`src/rtl/cpu_pkg.sv`:
```
// rtl/cpu_pkg.sv - shared CPU types and constants for the instruction-fetch path
//   fetch_state_t : fetch controller states (BOOT, RUN, HALT)
//   IMEM_ADDR_W   : instruction memory word-address width
//   INST_W        : instruction width
//   RESET_PC      : byte PC loaded on entry to RUN
package cpu_pkg;

  typedef enum logic [1:0] {
    BOOT = 2'd0,
    RUN  = 2'd1,
    HALT = 2'd2
  } fetch_state_t;

  localparam int          IMEM_ADDR_W = 10;
  localparam int          INST_W      = 32;
  localparam logic [31:0] RESET_PC    = 32'h0000_0000;

endpackage

```
`src/rtl/imem_fetch_ctrl_if.sv`:
```
// rtl/imem_fetch_ctrl_if.sv - boot stream, memory port and decode handshake bundle
//   boot_*     : program-image load stream (valid/ready, addr, data, done pulse)
//   mem_*      : single write port and combinational read port of the memory
//   redirect_* : branch/jump redirect from execute
//   inst_*     : one-entry output register to decode (valid/ready)
//   fetch_fault: sticky fault flag
//   master     : the fetch controller side; slave: the environment side
interface imem_fetch_ctrl_if #(
  parameter int ADDR_W = 10,
  parameter int DATA_W = 32
);

  logic              boot_valid;
  logic              boot_ready;
  logic [ADDR_W-1:0] boot_addr;
  logic [DATA_W-1:0] boot_data;
  logic              boot_done;

  logic              mem_we;
  logic [ADDR_W-1:0] mem_waddr;
  logic [DATA_W-1:0] mem_wdata;
  logic              mem_re;
  logic [ADDR_W-1:0] mem_raddr;
  logic [DATA_W-1:0] mem_rdata;

  logic              redirect_valid;
  logic [31:0]       redirect_pc;

  logic              inst_valid;
  logic              inst_ready;
  logic [DATA_W-1:0] inst_data;
  logic [31:0]       inst_pc;
  logic              fetch_fault;

  modport master (
    input  boot_valid, boot_addr, boot_data, boot_done,
    input  mem_rdata, redirect_valid, redirect_pc, inst_ready,
    output boot_ready, mem_we, mem_waddr, mem_wdata, mem_re, mem_raddr,
    output inst_valid, inst_data, inst_pc, fetch_fault
  );

  modport slave (
    output boot_valid, boot_addr, boot_data, boot_done,
    output mem_rdata, redirect_valid, redirect_pc, inst_ready,
    input  boot_ready, mem_we, mem_waddr, mem_wdata, mem_re, mem_raddr,
    input  inst_valid, inst_data, inst_pc, fetch_fault
  );

endinterface

```
`src/rtl/imem_fetch_ctrl.sv`:
```
// rtl/imem_fetch_ctrl.sv - instruction-fetch controller owning the instruction memory ports
//   clk : system clock, all state on rising edge
//   rst : asynchronous active-low reset
//   bus : imem_fetch_ctrl_if.master (boot stream, memory ports, redirect, decode handshake)
module imem_fetch_ctrl #(
  parameter int          ADDR_W   = cpu_pkg::IMEM_ADDR_W,
  parameter int          DATA_W   = cpu_pkg::INST_W,
  parameter logic [31:0] RESET_PC = cpu_pkg::RESET_PC
) (
  input  logic                 clk,
  input  logic                 rst,
  imem_fetch_ctrl_if.master    bus
);

  import cpu_pkg::*;

  localparam logic [1:0] ST_BOOT = BOOT;
  localparam logic [1:0] ST_RUN  = RUN;
  localparam logic [1:0] ST_HALT = HALT;

  logic [1:0]        state, state_n;
  logic [31:0]       pc, pc_n;
  logic              iv, iv_n;
  logic [DATA_W-1:0] idata, idata_n;
  logic [31:0]       ipc, ipc_n;
  logic              fault, fault_n;
  logic              pc_legal;

  // Word aligned and inside the 4*2^ADDR_W byte window; anything above faults
  // long before the 32-bit PC could wrap.
  assign pc_legal = (pc[1:0] == 2'b00) && (pc[31:ADDR_W+2] == '0);

  always_comb begin
    state_n   = state;
    pc_n      = pc;
    iv_n      = iv;
    idata_n   = idata;
    ipc_n     = ipc;
    fault_n   = fault;
    bus.boot_ready = 1'b0;
    bus.mem_we     = 1'b0;
    bus.mem_waddr  = bus.boot_addr;
    bus.mem_wdata  = bus.boot_data;
    bus.mem_re     = 1'b0;
    bus.mem_raddr  = pc[ADDR_W+1:2];

    case (state)
      ST_BOOT: begin
        bus.boot_ready = 1'b1;
        bus.mem_we     = bus.boot_valid;
        if (bus.boot_done) begin
          state_n = ST_RUN;
          pc_n    = RESET_PC;
        end
      end

      ST_RUN: begin
        if (bus.redirect_valid) begin
          // Flush wins even over a same-cycle accept by decode.
          iv_n = 1'b0;
          pc_n = bus.redirect_pc;
        end else if (!iv || bus.inst_ready) begin
          if (pc_legal) begin
            bus.mem_re = 1'b1;
            idata_n    = bus.mem_rdata;
            ipc_n      = pc;
            iv_n       = 1'b1;
            pc_n       = pc + 32'd4;
          end else begin
            state_n = ST_HALT;
            iv_n    = 1'b0;
            fault_n = 1'b1;
          end
        end
      end

      default: begin
        // HALT (and the unused encoding) is terminal until reset.
        iv_n    = 1'b0;
        fault_n = 1'b1;
      end
    endcase
  end

  always_ff @(posedge clk or negedge rst) begin
    if (!rst) begin
      state <= ST_BOOT;
      pc    <= RESET_PC;
      iv    <= 1'b0;
      idata <= '0;
      ipc   <= '0;
      fault <= 1'b0;
    end else begin
      state <= state_n;
      pc    <= pc_n;
      iv    <= iv_n;
      idata <= idata_n;
      ipc   <= ipc_n;
      fault <= fault_n;
    end
  end

  assign bus.inst_valid  = iv;
  assign bus.inst_data   = idata;
  assign bus.inst_pc     = ipc;
  assign bus.fetch_fault = fault;

endmodule

```
`src/flat_wrapper.sv`:
```
// flat-port wrapper written by rule: the top's interface ports become plain ports
module imem_fetch_ctrl_flat import cpu_pkg::*;
#(
  parameter int          ADDR_W   = cpu_pkg::IMEM_ADDR_W,
  parameter int          DATA_W   = cpu_pkg::INST_W,
  parameter logic [31:0] RESET_PC = cpu_pkg::RESET_PC
)
  (clk, rst, bus_boot_valid, bus_boot_addr, bus_boot_data, bus_boot_done, bus_mem_rdata, bus_redirect_valid, bus_redirect_pc, bus_inst_ready, bus_boot_ready, bus_mem_we, bus_mem_waddr, bus_mem_wdata, bus_mem_re, bus_mem_raddr, bus_inst_valid, bus_inst_data, bus_inst_pc, bus_fetch_fault);
  imem_fetch_ctrl_if #(.ADDR_W(ADDR_W), .DATA_W(DATA_W)) bus_i ();
  input  logic clk;
  input  logic rst;
  input wire logic [$bits(bus_i.boot_valid)-1:0] bus_boot_valid;
  input wire logic [$bits(bus_i.boot_addr)-1:0] bus_boot_addr;
  input wire logic [$bits(bus_i.boot_data)-1:0] bus_boot_data;
  input wire logic [$bits(bus_i.boot_done)-1:0] bus_boot_done;
  input wire logic [$bits(bus_i.mem_rdata)-1:0] bus_mem_rdata;
  input wire logic [$bits(bus_i.redirect_valid)-1:0] bus_redirect_valid;
  input wire logic [$bits(bus_i.redirect_pc)-1:0] bus_redirect_pc;
  input wire logic [$bits(bus_i.inst_ready)-1:0] bus_inst_ready;
  output wire logic [$bits(bus_i.boot_ready)-1:0] bus_boot_ready;
  output wire logic [$bits(bus_i.mem_we)-1:0] bus_mem_we;
  output wire logic [$bits(bus_i.mem_waddr)-1:0] bus_mem_waddr;
  output wire logic [$bits(bus_i.mem_wdata)-1:0] bus_mem_wdata;
  output wire logic [$bits(bus_i.mem_re)-1:0] bus_mem_re;
  output wire logic [$bits(bus_i.mem_raddr)-1:0] bus_mem_raddr;
  output wire logic [$bits(bus_i.inst_valid)-1:0] bus_inst_valid;
  output wire logic [$bits(bus_i.inst_data)-1:0] bus_inst_data;
  output wire logic [$bits(bus_i.inst_pc)-1:0] bus_inst_pc;
  output wire logic [$bits(bus_i.fetch_fault)-1:0] bus_fetch_fault;
  assign bus_i.boot_valid = bus_boot_valid;
  assign bus_i.boot_addr = bus_boot_addr;
  assign bus_i.boot_data = bus_boot_data;
  assign bus_i.boot_done = bus_boot_done;
  assign bus_i.mem_rdata = bus_mem_rdata;
  assign bus_i.redirect_valid = bus_redirect_valid;
  assign bus_i.redirect_pc = bus_redirect_pc;
  assign bus_i.inst_ready = bus_inst_ready;
  assign bus_boot_ready = bus_i.boot_ready;
  assign bus_mem_we = bus_i.mem_we;
  assign bus_mem_waddr = bus_i.mem_waddr;
  assign bus_mem_wdata = bus_i.mem_wdata;
  assign bus_mem_re = bus_i.mem_re;
  assign bus_mem_raddr = bus_i.mem_raddr;
  assign bus_inst_valid = bus_i.inst_valid;
  assign bus_inst_data = bus_i.inst_data;
  assign bus_inst_pc = bus_i.inst_pc;
  assign bus_fetch_fault = bus_i.fetch_fault;
  imem_fetch_ctrl #(.ADDR_W(ADDR_W), .DATA_W(DATA_W), .RESET_PC(RESET_PC)) u_core (.clk(clk), .rst(rst), .bus(bus_i));
endmodule
```
`config.mk`:
```
export PLATFORM = sky130hd
export DESIGN_NAME = imem_fetch_ctrl_flat
export DESIGN_NICKNAME = d
export VERILOG_FILES = /design/src/rtl/cpu_pkg.sv /design/src/rtl/imem_fetch_ctrl_if.sv /design/src/rtl/imem_fetch_ctrl.sv /design/src/flat_wrapper.sv
export SDC_FILE = /design/constraint.sdc
export NUM_CORES = 1
export LEC_CHECK = 0
export CORE_MARGIN = 4
export CORE_UTILIZATION = 36
export DETAILED_ROUTE_END_ITERATION = 8
export GPL_TIMING_DRIVEN = 0
export PLACE_DENSITY = 0.78
export SYNTH_ARGS = -nofsm -noshare
export SYNTH_HDL_FRONTEND = slang
export SYNTH_SLANG_ARGS = --single-unit
```
`constraint.sdc`:
```
create_clock -name clk -period 1.7 [get_ports clk]
set_input_delay 0.34 -clock clk [delete_from_list [all_inputs] [get_ports clk]]
set_output_delay 0.34 -clock clk [all_outputs]
set_load 0.02 [all_outputs]
```
==> results by group, run 1 <==
Setup path
  • Req. time, crit path: roughly 1900 ps
  • Crit-path max FO: 6
  • FF-to-FF path depth: 8
  • RR Endpoint: u_core.pc[27]
  • Worst Path Arrival: approximately 2300 ps
  • Critical-path cell list: nor4_2 -> nand4_1 -> buf_6 -> buf_4 -> o31a_1 -> buf_4 -> buf_6 -> a22o_1
  • R2R Path Start: u_core.pc[12]
  • CP max stage delay: around 400 ps
  • Critical path type: flip-flop to flip-flop
  • Slowest CP cell: dfrtp_1
  • R2R setup slack: -420 ps
  • CP Launch Type: flip-flop
  • Crit path capture type: flip-flop

Place
  • Routability cong.: roughly 0.86
  • Post-DP Area: between 0.006 and 0.007 sq mm
  • HPWL Detailed: slightly above 9000 microns
  • Placed cells: 677
  • Port Buffers: 190

Power and ir drop
  • Pwr dens: a little under 700 mW/mm^2
  • Static power due to leakage: about 3.5 nW
  • Total power: 0.00489 W
  • Worst vdd ir: between 0.0003 and 0.0004 V

Clocking
  • Clk sinks: 100
  • H-tree levels: 3
  • Worst-Skew Late Latency: 330 ps
  • CTS tree: done
  • Clock buffer depth: 2
  • CTS clk-pin slew, worst paths: about 70 ps
  • Clk root buf: clkbuf_16
  • Num CTS Buffers: 9

Cells and area
  • Area of the multi-input gates: around 0.0015 sq mm
  • Commonest non-fill, non-tap cells in the layout: clkdlybuf4s50_1, dfrtp_1, buf_4
  • Commonest non-fill, non-tap cell in the layout: clkdlybuf4s50_1
  • Nets: roughly 680
  • Inserted Diodes: 0
  • Sequential Area: ~0.0025 sq mm
  • Share of cells above drive strength 1: 26.0%
  • Filler cell count: between 900 and 1000
  • Layout Cells excl Fill: roughly 700
  • Area grow syn2layout: 64.3%
  • Design Area, Final: a little over 0.007 sq mm

STA
  • RSZ-0062 raised after global routing: yes
  • Max Transition Viols Final: 0
  • Fin. Hold Viols: 0
  • TNS Setup: -23040 ps
  • Fmax: 472 MHz
  • Endpoints failing setup: slightly below 80
  • Tmin final: approximately 2100 ps
  • Crit share post-route: 125%
  • Setup ws final: -417 ps
  • Min Hold Slack: roughly 11 ps
  • Rel. slew slack: between 50% and 60%
  • Clock Skews: between 7 and 8 ps
  • Slew @ Worst Pin: around 630 ps

Floorplan
  • Initial core utilization: approximately 37%
  • I/O pin count: between 200 and 250
  • Core region area: 0.0116 sq mm
  • Row Count: 39
  • Die Y: 118 microns
  • Die area: around 0.014 sq mm
  • Die X-Extent: ~120 microns

Detailed routing
  • Met2 wire len: a little over 6000 microns
  • WL/cell: roughly 17 microns
  • Drt first-iter violations: 160
  • Remaining DRCs: 0
  • Vias per std cell: just under 5
  • Highest routed layer: met4
  • Routed wl met3: roughly 1100 microns
  • 1st-pass router iterations: 4
  • Routed Antenna Nets: 0
  • Via count: about 3500
  • Drt total wl: between 10000 and 15000 microns
  • M1 WL: ~4900 microns

Yosys
  • Register area share after synthesis: 57.6%
  • Synthesized cell area: ~0.0043 sq mm
  • Syn_nets: around 460
  • Yosys warning count: 0
  • Synthesis-stage register bit count: 100
  • Synth cell types: 36
  • Mapped Avg Cell Area: 12.7 sq um
  • Cells after synthesis: between 300 and 400

Worst hold path
  • Min-Delay Path Class: input pin to asynchronous set/reset pin

Global route
  • Vias in the first global route: between 3000 and 4000
  • Initial antenna violation count: 0
  • Total track usage: around 17%
  • GRT overflow: 0
  • Global-route wire length before repair: between 15000 and 20000 microns
  • Largest net degree at the start of global routing: 54

Status
  • Run status: finished with violations
  • Failing checks: setup timing

Run
  • Max-cap violations: 0
final cells by class:
| class | count | area share (%) |
|---|---|---|
| Sequential cell | 100 | 35.2 |
| Timing Repair Buffer | 211 | 29.4 |
| Multi-Input combinational cell | 173 | 20.6 |
| Buffer | 67 | 7.86 |
| Clock buffer | 10 | 3.35 |
| Tap cell | 143 | 2.51 |
| Clock inverter | 6 | 0.894 |
| Inverter | 3 | 0.158 |
repair_timing:
item | 4_1_cts | 5_1_grt
resized for setup | 48 | 40
hold buffers | 0 | 0
buffers inserted | 4 | 13
pin swaps | 6 | 10
cloned | 1 | 2
endpoints found under the setup margin | 103 | 107
kinds of logic (layout without fill, tap and decap cells):
family                   count (synthesis)  in the layout  share of synthesized area, %
adder cells (fa/ha/maj)                  1              1                         0.288
flip-flops                             100            100                          57.6
multiplexers                            43             43                          11.1
AO/OA/AOI/OAI                           49             49                          9.28
XOR/XNOR                                 4              4                         0.807
buffers and inverters                   70            297                          11.4
AND/OR/NAND/NOR                         76             76                          9.45
critical path, delay by kind of cell, from the launching register on:
family | cells | cell delay (ps)
AO/OA/AOI/OAI | 2 | 560
buffers and inverters | 4 | 590
flip-flops | 1 | 400
AND/OR/NAND/NOR | 2 | 460
Yosys cell counts, drive strengths merged:
master	count	area share [%]
a31oi	1	0.14
nand2b	3	0.43
inv	3	0.26
nor2b	22	3.2
a221oi	5	1.4
nor4	5	0.72
a32oi	3	0.61
buf	60	11
dfrtp	100	58
clkbuf	7	0.61
ha	1	0.29
o21ai	8	0.92
and3	4	0.58
a221o	1	0.23
nor3	4	0.58
o221ai	1	0.20
a22o	22	4.4
nor2	21	1.8
xnor2	4	0.81
a21oi	4	0.46
or3	1	0.14
o31ai	1	0.29
nand2	5	0.43
mux2	43	11
and2	1	0.14
nand3	4	0.46
nand4	4	0.58
o31a	1	0.20
o211ai	2	0.35
and4	2	0.40
registers in the layout, indices dropped and copies added (netlist names):
name	count
u_core.bus.inst_data	32
u_core.bus.inst_pc	32
u_core.pc	32
u_core.state	2
u_core.bus.fetch_fault	1
u_core.bus.inst_valid	1
layer usage:
metal,GRT usage [%],up-vias
met5,0,-
met4,4.76,0
met3,5.48,14
met2,29.6,203
met1,21.0,1689
li1,-,1607
power by group:
group | internal (W) | switching, W | leakage (nW)
clock network | 0.00118 | 0.000867 | 0.144
logic | 0.000291 | 0.000172 | 1.97
registers | 0.00238 | 0 | 1.37
total | 0.00385 | 0.00104 | 3.49
worst max-delay path by stage:
stage	start	endpoint	slack (ps)
after global placement	rst	u_core.bus.inst_pc[30]	-3280
after global routing	u_core.pc[12]	bus_mem_re	-490
after floorplan	u_core.pc[13]	u_core.bus.inst_data[14]	-70
final	u_core.pc[12]	u_core.pc[27]	-420
after detailed placement	bus_redirect_valid	bus_mem_re	-980
after CTS	u_core.pc[12]	bus_mem_re	-450
per-stage QoR:
step           setup slack [ps]  util, %
3_5_place_dp               -977     55.9
2_1_floorplan             -71.9        -
4_1_cts                    -452     59.3
5_1_grt                    -493     61.4
3_3_place_gp              -3280     55.7
6_report                   -417     61.4
Power figures use the tool's default switching activity.
==> run 2, diff against run 1 <==
--- a/config.mk
+++ b/config.mk
@@ -9,6 +9,7 @@
 export CORE_UTILIZATION = 36
 export DETAILED_ROUTE_END_ITERATION = 8
 export GPL_TIMING_DRIVEN = 0
+export HOLD_SLACK_MARGIN = 0.03
 export PLACE_DENSITY = 0.78
 export SYNTH_ARGS = -nofsm -noshare
 export SYNTH_HDL_FRONTEND = slang
==> results by group, run 2 (synthesized netlist as in run 1, its figures left out) <==
Detailed routing
  • Routed Antenna Nets: 0
  • Remaining DRCs: 0
  • WL/cell: 17.0 microns
  • Drt total wl: approximately 12000 microns
  • Drt first-iter violations: 153
  • 1st-pass router iterations: 4
  • Via count: approximately 3600
  • Vias per std cell: 4.97

STA
  • TNS Setup: -22580 ps
  • Rel. slew slack: between 50% and 60%
  • Max Transition Viols Final: 0
  • Min Hold Slack: a little under 500 ps
  • Fmax: around 470 MHz
  • Clock Skews: 8.23 ps
  • Tmin final: ~2100 ps
  • Setup ws final: -408 ps
  • Crit share post-route: 124%
  • Endpoints failing setup: 79
  • RSZ-0062 raised after global routing: yes
  • Slew @ Worst Pin: approximately 640 ps
  • Fin. Hold Viols: 0

Floorplan
  • Row Count: 39
  • Initial core utilization: between 30% and 40%
  • Die Y: 118 microns
  • Die X-Extent: ~120 microns
  • Die area: 0.0139 sq mm
  • I/O pin count: 233
  • Core region area: around 0.012 sq mm

Cells and area
  • Fin util: just over 60%
  • Area grow syn2layout: 64.5%
  • Filler cell count: 925
  • Commonest non-fill, non-tap cells in the layout: clkdlybuf4s50_1, dfrtp_1, buf_4
  • Inserted Diodes: 0
  • Nets: 679
  • Layout Cells excl Fill: around 700
  • Share of cells above drive strength 1: about 26%
  • Commonest non-fill, non-tap cell in the layout: clkdlybuf4s50_1
  • Sequential Area: between 0.002 and 0.003 sq mm
  • Area of the multi-input gates: between 0.001 and 0.0015 sq mm

Place
  • HPWL Detailed: slightly above 9000 microns
  • Placed cells: 677
  • Routability cong.: roughly 0.86
  • DP Worst Slack: -977 ps
  • Port Buffers: 190

Clocking
  • Num CTS Buffers: 9
  • Clk sinks: 100
  • Clock buffer depth: 2
  • Clk root buf: clkbuf_16
  • CTS tree: done
  • CTS clk-pin slew, worst paths: 70 ps
  • Worst-Skew Late Latency: between 300 and 400 ps
  • H-tree levels: 3

Setup path
  • Critical Path Source: u_core.pc[12]
  • CP Launch Type: flip-flop
  • CP max stage delay: approximately 400 ps
  • Top cell family by delay on the critical path: buffers and inverters
  • Critical-path cell list: nor4_2 -> nand4_1 -> buf_6 -> buf_4 -> o31a_1 -> buf_4 -> buf_6 -> a22o_1
  • Worst Path Arrival: roughly 2300 ps
  • Slowest CP cell: dfrtp_1
  • Critical path type: flip-flop to flip-flop
  • Req. time, crit path: around 1900 ps
  • Crit path capture type: flip-flop
  • Buffers & Inverters on Critical Path: 4
  • R2R Path Start: u_core.pc[12]
  • Crit-path max FO: 6

Power and ir drop
  • Static power due to leakage: roughly 3.5 nW
  • Pwr dens: about 700 mW/mm^2
  • Worst vdd ir: 0.000391 V

Status
  • Run status: finished with violations
  • Failing checks: setup timing

Global route
  • GRT overflow: 0
  • Total track usage: between 10% and 20%
  • Largest net degree at the start of global routing: 54
  • Global-route wire length before repair: 19400 microns
  • Vias in the first global route: 3732
  • Initial antenna violation count: 0

Worst hold path
  • Min-delay src: u_core.bus.inst_pc[10]
  • Min-Delay Path Class: flip-flop to flip-flop

Run
  • Max-cap violations: 0
## run 2: repair_timing
item / CTS / global route
gates cloned: 1 / 2
endpoints found under the setup margin: 103 / 107
resized for setup: 48 / 40
hold buffers: 1 / 0
endpoints found under the hold margin: 6 / 0
pin swaps: 6 / 10
setup buffers: 4 / 13
## run 2: final timing paths
check / endpoint / slack, ps / cells after the start
worst max-delay path: u_core.pc[27] / -410 / 8
worst min-delay path: u_core.bus.inst_pc[10] / 490 / 1
worst max register to register: u_core.pc[27] / -410 / 8
worst min register to register: u_core.bus.inst_pc[10] / 490 / 1
max in group asynchronous: u_core.bus.inst_data[6] / 460 / 3
min in group asynchronous: u_core.bus.inst_pc[11] / 550 / 2
## run 2: report_power, final
group	switching, W	internal (W)	leakage [nW]
logic	0.000173	0.000293	1.97
clock network	0.000869	0.00118	0.144
registers	0	0.00238	1.37
total	0.00104	0.00385	3.49
## run 2: layer usage
layer,GRT usage [%],vias to the layer above,part of all wire [%]
met1,20.9,1719,40
met2,29.7,206,50
li1,-,1612,-
met5,0,-,0
met3,5.48,15,8.3
met4,4.76,0,1.4
## run 2: metrics by stage
step	total power (W)	cell area, sq um
floorplan	0.00257	4390
global placement	0.00288	6470
detailed placement	0.00289	6500
CTS	0.00497	6890
global route	0.00510	7150
finish	0.00489	7150
## run 2: final cells by class
cell class | count | share of cell area (%)
plain buffers | 67 | 7.84
clock buffers | 10 | 3.34
clock inverters | 6 | 0.893
inverters | 3 | 0.158
multi-input cells | 173 | 20.6
flip-flops and latches | 100 | 35.2
well taps | 143 | 2.50
repair buffers | 212 | 29.5
